==> src/rtl/mlp_sequencer_if.sv <==
// Handshake and index bus between the MLP sequencer and the MAC datapath.
// The slave modport is the sequencer side. The master modport is the datapath or
// controller side that supplies start, the label and the score.
interface mlp_sequencer_if #(
    parameter int clog2_number_of_inputs     = 6,
    parameter int clog2_size_of_hidden_layer = 5,
    parameter int clog2_size_of_output_layer = 4,
    parameter int clog2_number_of_test_cases = 10,
    parameter int score_w                    = 16
);
    logic                                  start;
    logic [clog2_size_of_output_layer-1:0] label_in;
    logic signed [score_w-1:0]             score_in;
    logic [clog2_number_of_test_cases-1:0] test_idx;
    logic                                  layer;
    logic [clog2_size_of_hidden_layer-1:0] neuron_idx;
    logic [clog2_number_of_inputs-1:0]     input_idx;
    logic                                  mac_en;
    logic                                  mac_clr;
    logic                                  hidden_wr;
    logic                                  busy;
    logic                                  done;
    logic [clog2_number_of_test_cases-1:0] accuracy;

    modport master (
        output start, label_in, score_in,
        input  test_idx, layer, neuron_idx, input_idx, mac_en, mac_clr,
               hidden_wr, busy, done, accuracy
    );

    modport slave (
        input  start, label_in, score_in,
        output test_idx, layer, neuron_idx, input_idx, mac_en, mac_clr,
               hidden_wr, busy, done, accuracy
    );
endinterface

==> src/rtl/mlp_sequencer.sv <==
// Control sequencer for a two-layer MLP inference engine. It walks the hidden-layer
// and output-layer MACs and runs an argmax over the output scores. It also counts
// the test cases that are classified correctly.
// Optional feature: define MLP_SEQ_ABORT_EN to add an abort input. That input ends
// a busy run early, and the accuracy stays at the value reached so far.
module mlp_sequencer #(
    parameter int number_of_inputs           = 62,
    parameter int size_of_hidden_layer       = 30,
    parameter int size_of_output_layer       = 10,
    parameter int number_of_test_cases       = 750,
    parameter int clog2_number_of_inputs     = 6,
    parameter int clog2_size_of_hidden_layer = 5,
    parameter int clog2_size_of_output_layer = 4,
    parameter int clog2_number_of_test_cases = 10,
    parameter int score_w                    = 16
) (
    input logic clk,
    input logic rst,
`ifdef MLP_SEQ_ABORT_EN
    input logic abort,
`endif
    mlp_sequencer_if.slave bus
);
    typedef enum logic [2:0] {
        IDLE, HID_MAC, HID_WB, OUT_MAC, OUT_CMP, NEXT_TEST, DONE
    } state_t;

    // The output layer reuses input_idx for its fan-in and neuron_idx for its neurons.
    localparam logic [clog2_number_of_inputs-1:0] last_in =
        clog2_number_of_inputs'(number_of_inputs - 1);
    localparam logic [clog2_number_of_inputs-1:0] last_hid_in =
        clog2_number_of_inputs'(size_of_hidden_layer - 1);
    localparam logic [clog2_size_of_hidden_layer-1:0] last_hid =
        clog2_size_of_hidden_layer'(size_of_hidden_layer - 1);
    localparam logic [clog2_size_of_hidden_layer-1:0] last_out =
        clog2_size_of_hidden_layer'(size_of_output_layer - 1);
    localparam logic [clog2_number_of_test_cases-1:0] last_test =
        clog2_number_of_test_cases'(number_of_test_cases - 1);
    localparam logic [clog2_number_of_test_cases-1:0] max_acc =
        clog2_number_of_test_cases'(number_of_test_cases);

    state_t                                state, state_nxt;
    logic [clog2_number_of_test_cases-1:0] test_idx;
    logic [clog2_size_of_hidden_layer-1:0] neuron_idx;
    logic [clog2_number_of_inputs-1:0]     input_idx;
    logic [clog2_number_of_test_cases-1:0] accuracy;
    logic signed [score_w-1:0]             best;
    logic [clog2_size_of_output_layer-1:0] best_idx;
    logic                                  busy_state;
    logic                                  abort_hit;

    assign busy_state = (state != IDLE) && (state != DONE);
`ifdef MLP_SEQ_ABORT_EN
    assign abort_hit = abort && busy_state;
`else
    assign abort_hit = 1'b0;
`endif

    // State register
    always_ff @(posedge clk) begin
        if (!rst) state <= IDLE;
        else      state <= state_nxt;
    end

    // Next-state decode
    always_comb begin
        state_nxt = state;
        case (state)
            IDLE:      if (bus.start) state_nxt = HID_MAC;
            HID_MAC:   if (input_idx == last_in) state_nxt = HID_WB;
            HID_WB:    state_nxt = (neuron_idx == last_hid) ? OUT_MAC : HID_MAC;
            OUT_MAC:   if (input_idx == last_hid_in) state_nxt = OUT_CMP;
            OUT_CMP:   state_nxt = (neuron_idx == last_out) ? NEXT_TEST : OUT_MAC;
            NEXT_TEST: state_nxt = (test_idx == last_test) ? DONE : HID_MAC;
            DONE:      if (!bus.start) state_nxt = IDLE;
            default:   state_nxt = IDLE;
        endcase
        if (abort_hit) state_nxt = DONE;
    end

    // Index counters, argmax tracking and accuracy count
    always_ff @(posedge clk) begin
        if (!rst) begin
            test_idx   <= '0;
            neuron_idx <= '0;
            input_idx  <= '0;
            accuracy   <= '0;
            best       <= '0;
            best_idx   <= '0;
        end else if (abort_hit) begin
            // Leave the indices at zero in DONE. test_idx and accuracy keep their values.
            neuron_idx <= '0;
            input_idx  <= '0;
        end else begin
            case (state)
                IDLE: if (bus.start) begin
                    test_idx   <= '0;
                    neuron_idx <= '0;
                    input_idx  <= '0;
                    accuracy   <= '0;
                end
                HID_MAC: input_idx  <= (input_idx == last_in) ? '0 : input_idx + 1'b1;
                HID_WB:  neuron_idx <= (neuron_idx == last_hid) ? '0 : neuron_idx + 1'b1;
                OUT_MAC: input_idx  <= (input_idx == last_hid_in) ? '0 : input_idx + 1'b1;
                OUT_CMP: begin
                    // The strict compare keeps the lower index when two scores tie.
                    if ((neuron_idx == '0) || (bus.score_in > best)) begin
                        best     <= bus.score_in;
                        best_idx <= clog2_size_of_output_layer'(neuron_idx);
                    end
                    neuron_idx <= (neuron_idx == last_out) ? '0 : neuron_idx + 1'b1;
                end
                NEXT_TEST: begin
                    if ((best_idx == bus.label_in) && (accuracy != max_acc))
                        accuracy <= accuracy + 1'b1;
                    // test_idx stays on the last test so that DONE reports it.
                    if (test_idx != last_test) test_idx <= test_idx + 1'b1;
                end
                DONE: if (!bus.start) test_idx <= '0;
                default: ;
            endcase
        end
    end

    // Output decode from the current state
    always_comb begin
        bus.mac_en    = (state == HID_MAC) || (state == OUT_MAC);
        bus.mac_clr   = ((state == HID_MAC) || (state == OUT_MAC)) && (input_idx == '0);
        bus.hidden_wr = (state == HID_WB);
        bus.layer     = (state == OUT_MAC) || (state == OUT_CMP);
        bus.busy      = busy_state;
        bus.done      = (state == DONE);
    end

    assign bus.test_idx   = test_idx;
    assign bus.neuron_idx = neuron_idx;
    assign bus.input_idx  = input_idx;
    assign bus.accuracy   = accuracy;
endmodule

==> src/flat_wrapper.sv <==
// flat-port wrapper written by rule: the top's interface ports become plain ports
module mlp_sequencer_flat 
#(
    parameter int number_of_inputs           = 62,
    parameter int size_of_hidden_layer       = 30,
    parameter int size_of_output_layer       = 10,
    parameter int number_of_test_cases       = 750,
    parameter int clog2_number_of_inputs     = 6,
    parameter int clog2_size_of_hidden_layer = 5,
    parameter int clog2_size_of_output_layer = 4,
    parameter int clog2_number_of_test_cases = 10,
    parameter int score_w                    = 16
)
  (clk, rst, bus_start, bus_label_in, bus_score_in, bus_test_idx, bus_layer, bus_neuron_idx, bus_input_idx, bus_mac_en, bus_mac_clr, bus_hidden_wr, bus_busy, bus_done, bus_accuracy);
  mlp_sequencer_if #(.clog2_number_of_inputs(clog2_number_of_inputs), .clog2_size_of_hidden_layer(clog2_size_of_hidden_layer), .clog2_size_of_output_layer(clog2_size_of_output_layer), .clog2_number_of_test_cases(clog2_number_of_test_cases), .score_w(score_w)) bus_i ();
  input logic clk;
  input logic rst;
  input wire logic [$bits(bus_i.start)-1:0] bus_start;
  input wire logic [$bits(bus_i.label_in)-1:0] bus_label_in;
  input wire logic [$bits(bus_i.score_in)-1:0] bus_score_in;
  output wire logic [$bits(bus_i.test_idx)-1:0] bus_test_idx;
  output wire logic [$bits(bus_i.layer)-1:0] bus_layer;
  output wire logic [$bits(bus_i.neuron_idx)-1:0] bus_neuron_idx;
  output wire logic [$bits(bus_i.input_idx)-1:0] bus_input_idx;
  output wire logic [$bits(bus_i.mac_en)-1:0] bus_mac_en;
  output wire logic [$bits(bus_i.mac_clr)-1:0] bus_mac_clr;
  output wire logic [$bits(bus_i.hidden_wr)-1:0] bus_hidden_wr;
  output wire logic [$bits(bus_i.busy)-1:0] bus_busy;
  output wire logic [$bits(bus_i.done)-1:0] bus_done;
  output wire logic [$bits(bus_i.accuracy)-1:0] bus_accuracy;
  assign bus_i.start = bus_start;
  assign bus_i.label_in = bus_label_in;
  assign bus_i.score_in = bus_score_in;
  assign bus_test_idx = bus_i.test_idx;
  assign bus_layer = bus_i.layer;
  assign bus_neuron_idx = bus_i.neuron_idx;
  assign bus_input_idx = bus_i.input_idx;
  assign bus_mac_en = bus_i.mac_en;
  assign bus_mac_clr = bus_i.mac_clr;
  assign bus_hidden_wr = bus_i.hidden_wr;
  assign bus_busy = bus_i.busy;
  assign bus_done = bus_i.done;
  assign bus_accuracy = bus_i.accuracy;
  mlp_sequencer #(.number_of_inputs(number_of_inputs), .size_of_hidden_layer(size_of_hidden_layer), .size_of_output_layer(size_of_output_layer), .number_of_test_cases(number_of_test_cases), .clog2_number_of_inputs(clog2_number_of_inputs), .clog2_size_of_hidden_layer(clog2_size_of_hidden_layer), .clog2_size_of_output_layer(clog2_size_of_output_layer), .clog2_number_of_test_cases(clog2_number_of_test_cases), .score_w(score_w)) u_core (.clk(clk), .rst(rst), .bus(bus_i));
endmodule
==> config.mk <==
export PLATFORM = sky130hd
export DESIGN_NAME = mlp_sequencer_flat
export DESIGN_NICKNAME = d
export VERILOG_FILES = /design/src/rtl/mlp_sequencer_if.sv /design/src/rtl/mlp_sequencer.sv /design/src/flat_wrapper.sv
export SDC_FILE = /design/constraint.sdc
export NUM_CORES = 1
export LEC_CHECK = 0
export CAP_MARGIN = 20
export CORE_UTILIZATION = 35
export DETAILED_ROUTE_END_ITERATION = 16
export PLACE_DENSITY = 0.64
export SLEW_MARGIN = 20
export SYNTH_ARGS = -nofsm -noshare
export SYNTH_HDL_FRONTEND = slang
export SYNTH_SLANG_ARGS = --single-unit
==> constraint.sdc <==
create_clock -name clk -period 6.8 [get_ports clk]
set_clock_uncertainty 0.1 [all_clocks]
set_input_delay 1.36 -clock clk [delete_from_list [all_inputs] [get_ports clk]]
set_output_delay 1.36 -clock clk [all_outputs]
set_load 0.02 [all_outputs]
Word-level counts from Yosys, hierarchy flattened
Index checks and enable logic that the tools add are counted.
{ "classes": {"n_reduce_logical": 20, "magnitude_cmp": 1, "n_addsub": 4, "n_bitwise": 0, "div": 0, "n_mul": 0, "n_eq_ne": 21, "muxes": 22, "n_shift": 0} }
{ "op_table": {"columns": ["op", "n"], "rows": [
  ["$mux 10", 4],
  ["$pmux 10 s3", 1],
  ["$pmux 3 s7", 1],
  ["$add 10x1->10 const B", 2],
  ["$ne 10x10->1 const B", 2],
  ["$pmux 10 s2", 1],
  ["$mux 3", 6],
  ["$mux 6", 3],
  ["$pmux 6 s3", 1],
  ["$gt 16x16->1", 1],
  ["$mux 5", 3],
  ["$pmux 5 s3", 1],
  ["$reduce_bool 3->1", 4],
  ["$eq 10x10->1 const B", 1],
  ["$eq 3x3->1 const B", 3],
  ["$ne 2x1->1 const B", 4],
  ["$reduce_and 4->1", 2],
  ["$add 6x1->6 const B", 1],
  ["$eq 3x2->1 const B", 2],
  ["$eq 6x5->1 const B", 1],
  ["$eq 6x6->1 const B", 1],
  ["$logic_not 6->1", 1],
  ["$reduce_and 2->1", 3],
  ["$add 5x1->5 const B", 1],
  ["13 further kinds", 18]
]} }
{ "word_totals": {"latch_bits": 0, "in_bits": 23, "output_inout_bits": 37, "n_memories": 0, "romBits": 0, "ram_bits": 0, "ff_bits": 54} }

Depth between registers and ports, before layout
{ "logic_depth": {"ltp_word": 4, "depth_mapped": 10, "depth_no_buf": 8} }

Worst setup path before layout
Ideal clock, no wire load.
{ "synth_timing": {"kind": "input to register", "from": "input port bus_score_in[7]", "to": "register u_core.best[10]", "setup_ns": 0.072, "arrival_ns": 2.927, "path_buffers": 2, "slack_ns": 3.701, "path_stages": 9, "required_time_ns": 6.628, "cell_sequence": "ha_1 > a21oi_1 > o221ai_1 > o21ai_0 > a31oi_4 > a21oi_2 > buf_6 > buf_8 > mux2i_1"} }
{ "synth_via": {"elab_chain_cells": 3} }
{ "synth_rtl": {"columns": ["element", "line_no", "rtl"], "rows": [
  ["start: declaration", "flat_wrapper.sv:20", "input wire logic [$bits(bus_i.score_in)-1:0] bus_score_in;"],
  ["$gt 16x16->1", "mlp_sequencer.sv:107", "if ((neuron_idx == '0) || (bus.score_in > best)) begin"],
  ["$logic_or 1x1->1", "mlp_sequencer.sv:107", null],
  ["$reduce_and 2->1 (no line)", null, null],
  ["end signal: assignment", "mlp_sequencer.sv:108", "best <= bus.score_in;"],
  ["end: declaration", "mlp_sequencer.sv:47", "logic signed [score_w-1:0] best;"]
]} }
No other way between the ends.
A chain may end at the register's enable or synchronous reset.

Worst setup path after layout
{ "layout_timing": {"from": "input port bus_score_in[15]", "to": "register u_core.best[6]"} }
The elaborated chain is that of the path after synthesis.

==> impl_metrics.csv <==
group,metric,value,unit
worst_setup_path,slowest_stage,"a21oi_2",
pwr,swShare,28.32,%
finish,fillers,884,
placed_design,placedInstanceArea,3785,µm²
pwr,clock_power_share,30.1,%
clock_network,clock_latency,0.30,ns
floorplan,initial_utilization,36.04,%
hold_path,hold_path.class,"register to register",
finish,drive_above_1_share,4.019,%
timing,slew_viol_final,0,
detailed_routing,firstDrtPassIters,4,
clock_network,cts_buffers,5,
finish,ff_latch_area,1081,µm²
timing,fmax,263.0,MHz
floorplan,die_y,96.54,µm
finish,fin_area,3891,µm²
finish,antenna_cells,0,
detailed_routing,drt_iter0_markers,76,
worst_setup_path,slowest_delay,0.46,ns
global_routing,grt_first_pass_wirelength,10.80,mm
detailed_routing,wl_per_cell,12.01,µm
logic_synthesis,synth.avg_cell_area,8.523,µm²
timing,fin_ws,2.997,ns
floorplan,die_x,96.54,µm
worst_setup_path,cp-end-kind,"register",
timing,setup_violations,0,
clock_network,cts_tree,"built",
clock_network,cts-root-buf,"clkbuf_8",
detailed_routing,ant_nets,0,
logic_synthesis,synth-edff-count,0,
logic_synthesis,yosys_most_used_dff,"dfxtp_1",
placed_design,pre_cts_slack,2.713,ns
detailed_routing,drc,0,
floorplan,dieArea,9319,µm²
worst_setup_path,worst_setup_path_start_kind,"primary input",
worst_setup_path,path_buf_inv,2,
worst_setup_path,cp.arrival,3.93,ns
timing,post-route-period-util,55.92,%
pwr,intPower,0.5041,mW
timing,final-hold-violation-count,0,
pwr,p_leak,1.567,nW
clock_network,h-tree-depth,2,
detailed_routing,wl,6.379,mm
global_routing,antenna_found_initial,0,
logic_synthesis,syn_inst,367,
worst_setup_path,critPathKind,"primary input to register",
clock_network,clk_pin_slew,0.09,ns
clock_network,clkSinkCount,54,
timing,rsz0062_at_grt,"false",
logic_synthesis,seq_area_frac_synth,34.56,%
finish,final_nets,471,
floorplan,io_pins,60,
logic_synthesis,synthArstFlopShare,0,%
detailed_routing,vias_per_cell,4.983,
pwr,seq_power_share,49.2,%
logic_synthesis,synth.distinct_cells,52,
job,cap_violations,0,
placed_design,place_congestion,0.7817,
placed_design,numPortBuffers,59,
clock_network,cts_hold_buf,0,
pwr,irDropWorstVdd,0.00007323,V
global_routing,grt.overflow.total,0,
logic_synthesis,synth_seq_cells,54,
pwr,comb_power_share,20.8,%
timing,fin_crit,3.803,ns
logic_synthesis,yosysWarnings,0,
pwr,switching_power,0.1992,mW
logic_synthesis,synth.cell_area,3128,µm²
clock_network,ctsLongestPathBuffers,2,
global_routing,grt_pass1_vias,2421,
finish,area_growth,24.40,%
worst_setup_path,crit_chain,"clkdlybuf4s50_1 -> ha_1 -> nand4_1 -> nor3_1 -> a41o_1 -> a31oi_4 -> a21oi_2 -> buf_4 -> mux2i_1",
clock_network,cts_setup_buffers,0,
placed_design,hpwl,4.931,mm
clock_network,post_cts_resize_count,0,
global_routing,grt_max_degree,41,
worst_setup_path,critPathMaxFanout,12,
pwr,power.density,180.7,nW/µm²
worst_setup_path,required,6.93,ns
global_routing,grtUsageTotal,14.62,%
floorplan,rows,34,
detailed_routing,vias,2646,
timing,fin_tns_setup,0,ns
logic_synthesis,synth_fp_nets,416,
timing,relSlewSlack,33.77,%
floorplan,floorplan.core_area,8678,µm²
finish,fin_util,44.84,%
timing,worst_pin_slew,0.9827,ns
finish,multi_input_area,1858,µm²
status,outcome,"finished clean",
worst_setup_path,crit_family,"buffers and inverters",
cell type report:
type                            count  share of cell area [%]
Clock buffer                        7                   1.961
Clock inverter                      1                  0.7717
Inverter                           28                   2.701
Multi-Input combinational cell    272                   47.75
Sequential cell                    54                   27.78
Tap cell                          108                   3.473
Timing Repair Buffer               61                   15.56
power by group through the flow:
stage | Combinational (mW) | Sequential (mW) | Clock, mW
2_1_floorplan | 0.0974 | 0.351 | 0
3_3_place_gp | 0.145 | 0.353 | 0
5_1_grt | 0.163 | 0.349 | 0.236
6_report | 0.146 | 0.346 | 0.212
4_1_cts | 0.148 | 0.346 | 0.222
3_5_place_dp | 0.147 | 0.353 | 0
synth_stat cells (all sizes together) (8+ instances only):
master	n	area [µm²]
inv	28	105.1
xor2	23	201.4
nand2	52	195.2
nand3	11	55.05
a21oi	13	68.82
ha	26	325.3
dfxtp	54	1081
nand4	18	112.6
mux2i	20	200.2
nor2	39	146.4
xnor2	8	70.07
registers in the layout (all words and copies together), names as in the netlist:
name / cells
u_core.best_idx: 4
u_core.bus.input_idx: 6
u_core.best: 16
u_core.bus.accuracy: 10
u_core.state: 3
u_core.bus.neuron_idx: 5
u_core.bus.test_idx: 10
through the flow:
step                      hold WS [ns]  cells  power (mW)
after floorplan                 0.3380    367      0.4485
after global placement          0.3439    523      0.4976
after detailed placement        0.3527    523      0.5000
after CTS                       0.3669    531      0.7150
after global routing            0.3856    531      0.7473
final                           0.3631    531      0.7033
cells by family after synthesis:
kind of cell / count (synthesis) / synth area share [%]
fa+ha+maj: 26 / 10.40
simple gates: 157 / 25.00
xor+xnor: 31 / 8.680
compound gates: 38 / 8.920
mux: 20 / 6.400
flops: 54 / 34.56
buf+inv: 41 / 6.040
worst min-delay path, cell delays in order (launching register included):
cell     delay [ns]
dfxtp_1        0.32
nand2_1        0.05
mux2i_1        0.05
worst paths after layout:
check	startpoint	endpoint	slack [ns]	cells past startpoint
worst max-delay path	bus_score_in[15]	u_core.best[6]$_SDFFE_PN0P_	3.00	9
worst min-delay path	u_core.best[7]$_SDFFE_PN0P_	u_core.best[7]$_SDFFE_PN0P_	0.36	2
worst max register to register	u_core.best[15]$_SDFFE_PN0P_	u_core.best[6]$_SDFFE_PN0P_	4.15	9
worst min register to register	u_core.best[7]$_SDFFE_PN0P_	u_core.best[7]$_SDFFE_PN0P_	0.36	2
layout by cell type (no fill, tap or decap), drive strengths merged, types with 11 or more instances in the layout:
master	count
nand2	52
nand3	11
ha	26
dfxtp	54
xor2	23
a21oi	13
inv	28
mux2i	20
nor2	39
clkdlybuf4s50	59
nand4	18
layer usage:
metal	track usage (%)	wire [µm]
met5	0	0
met4	3.064	46
met3	3.756	328
met2	24.94	2959
met1	18.51	3046
No activity file was read; power rests on OpenSTA's default activity.
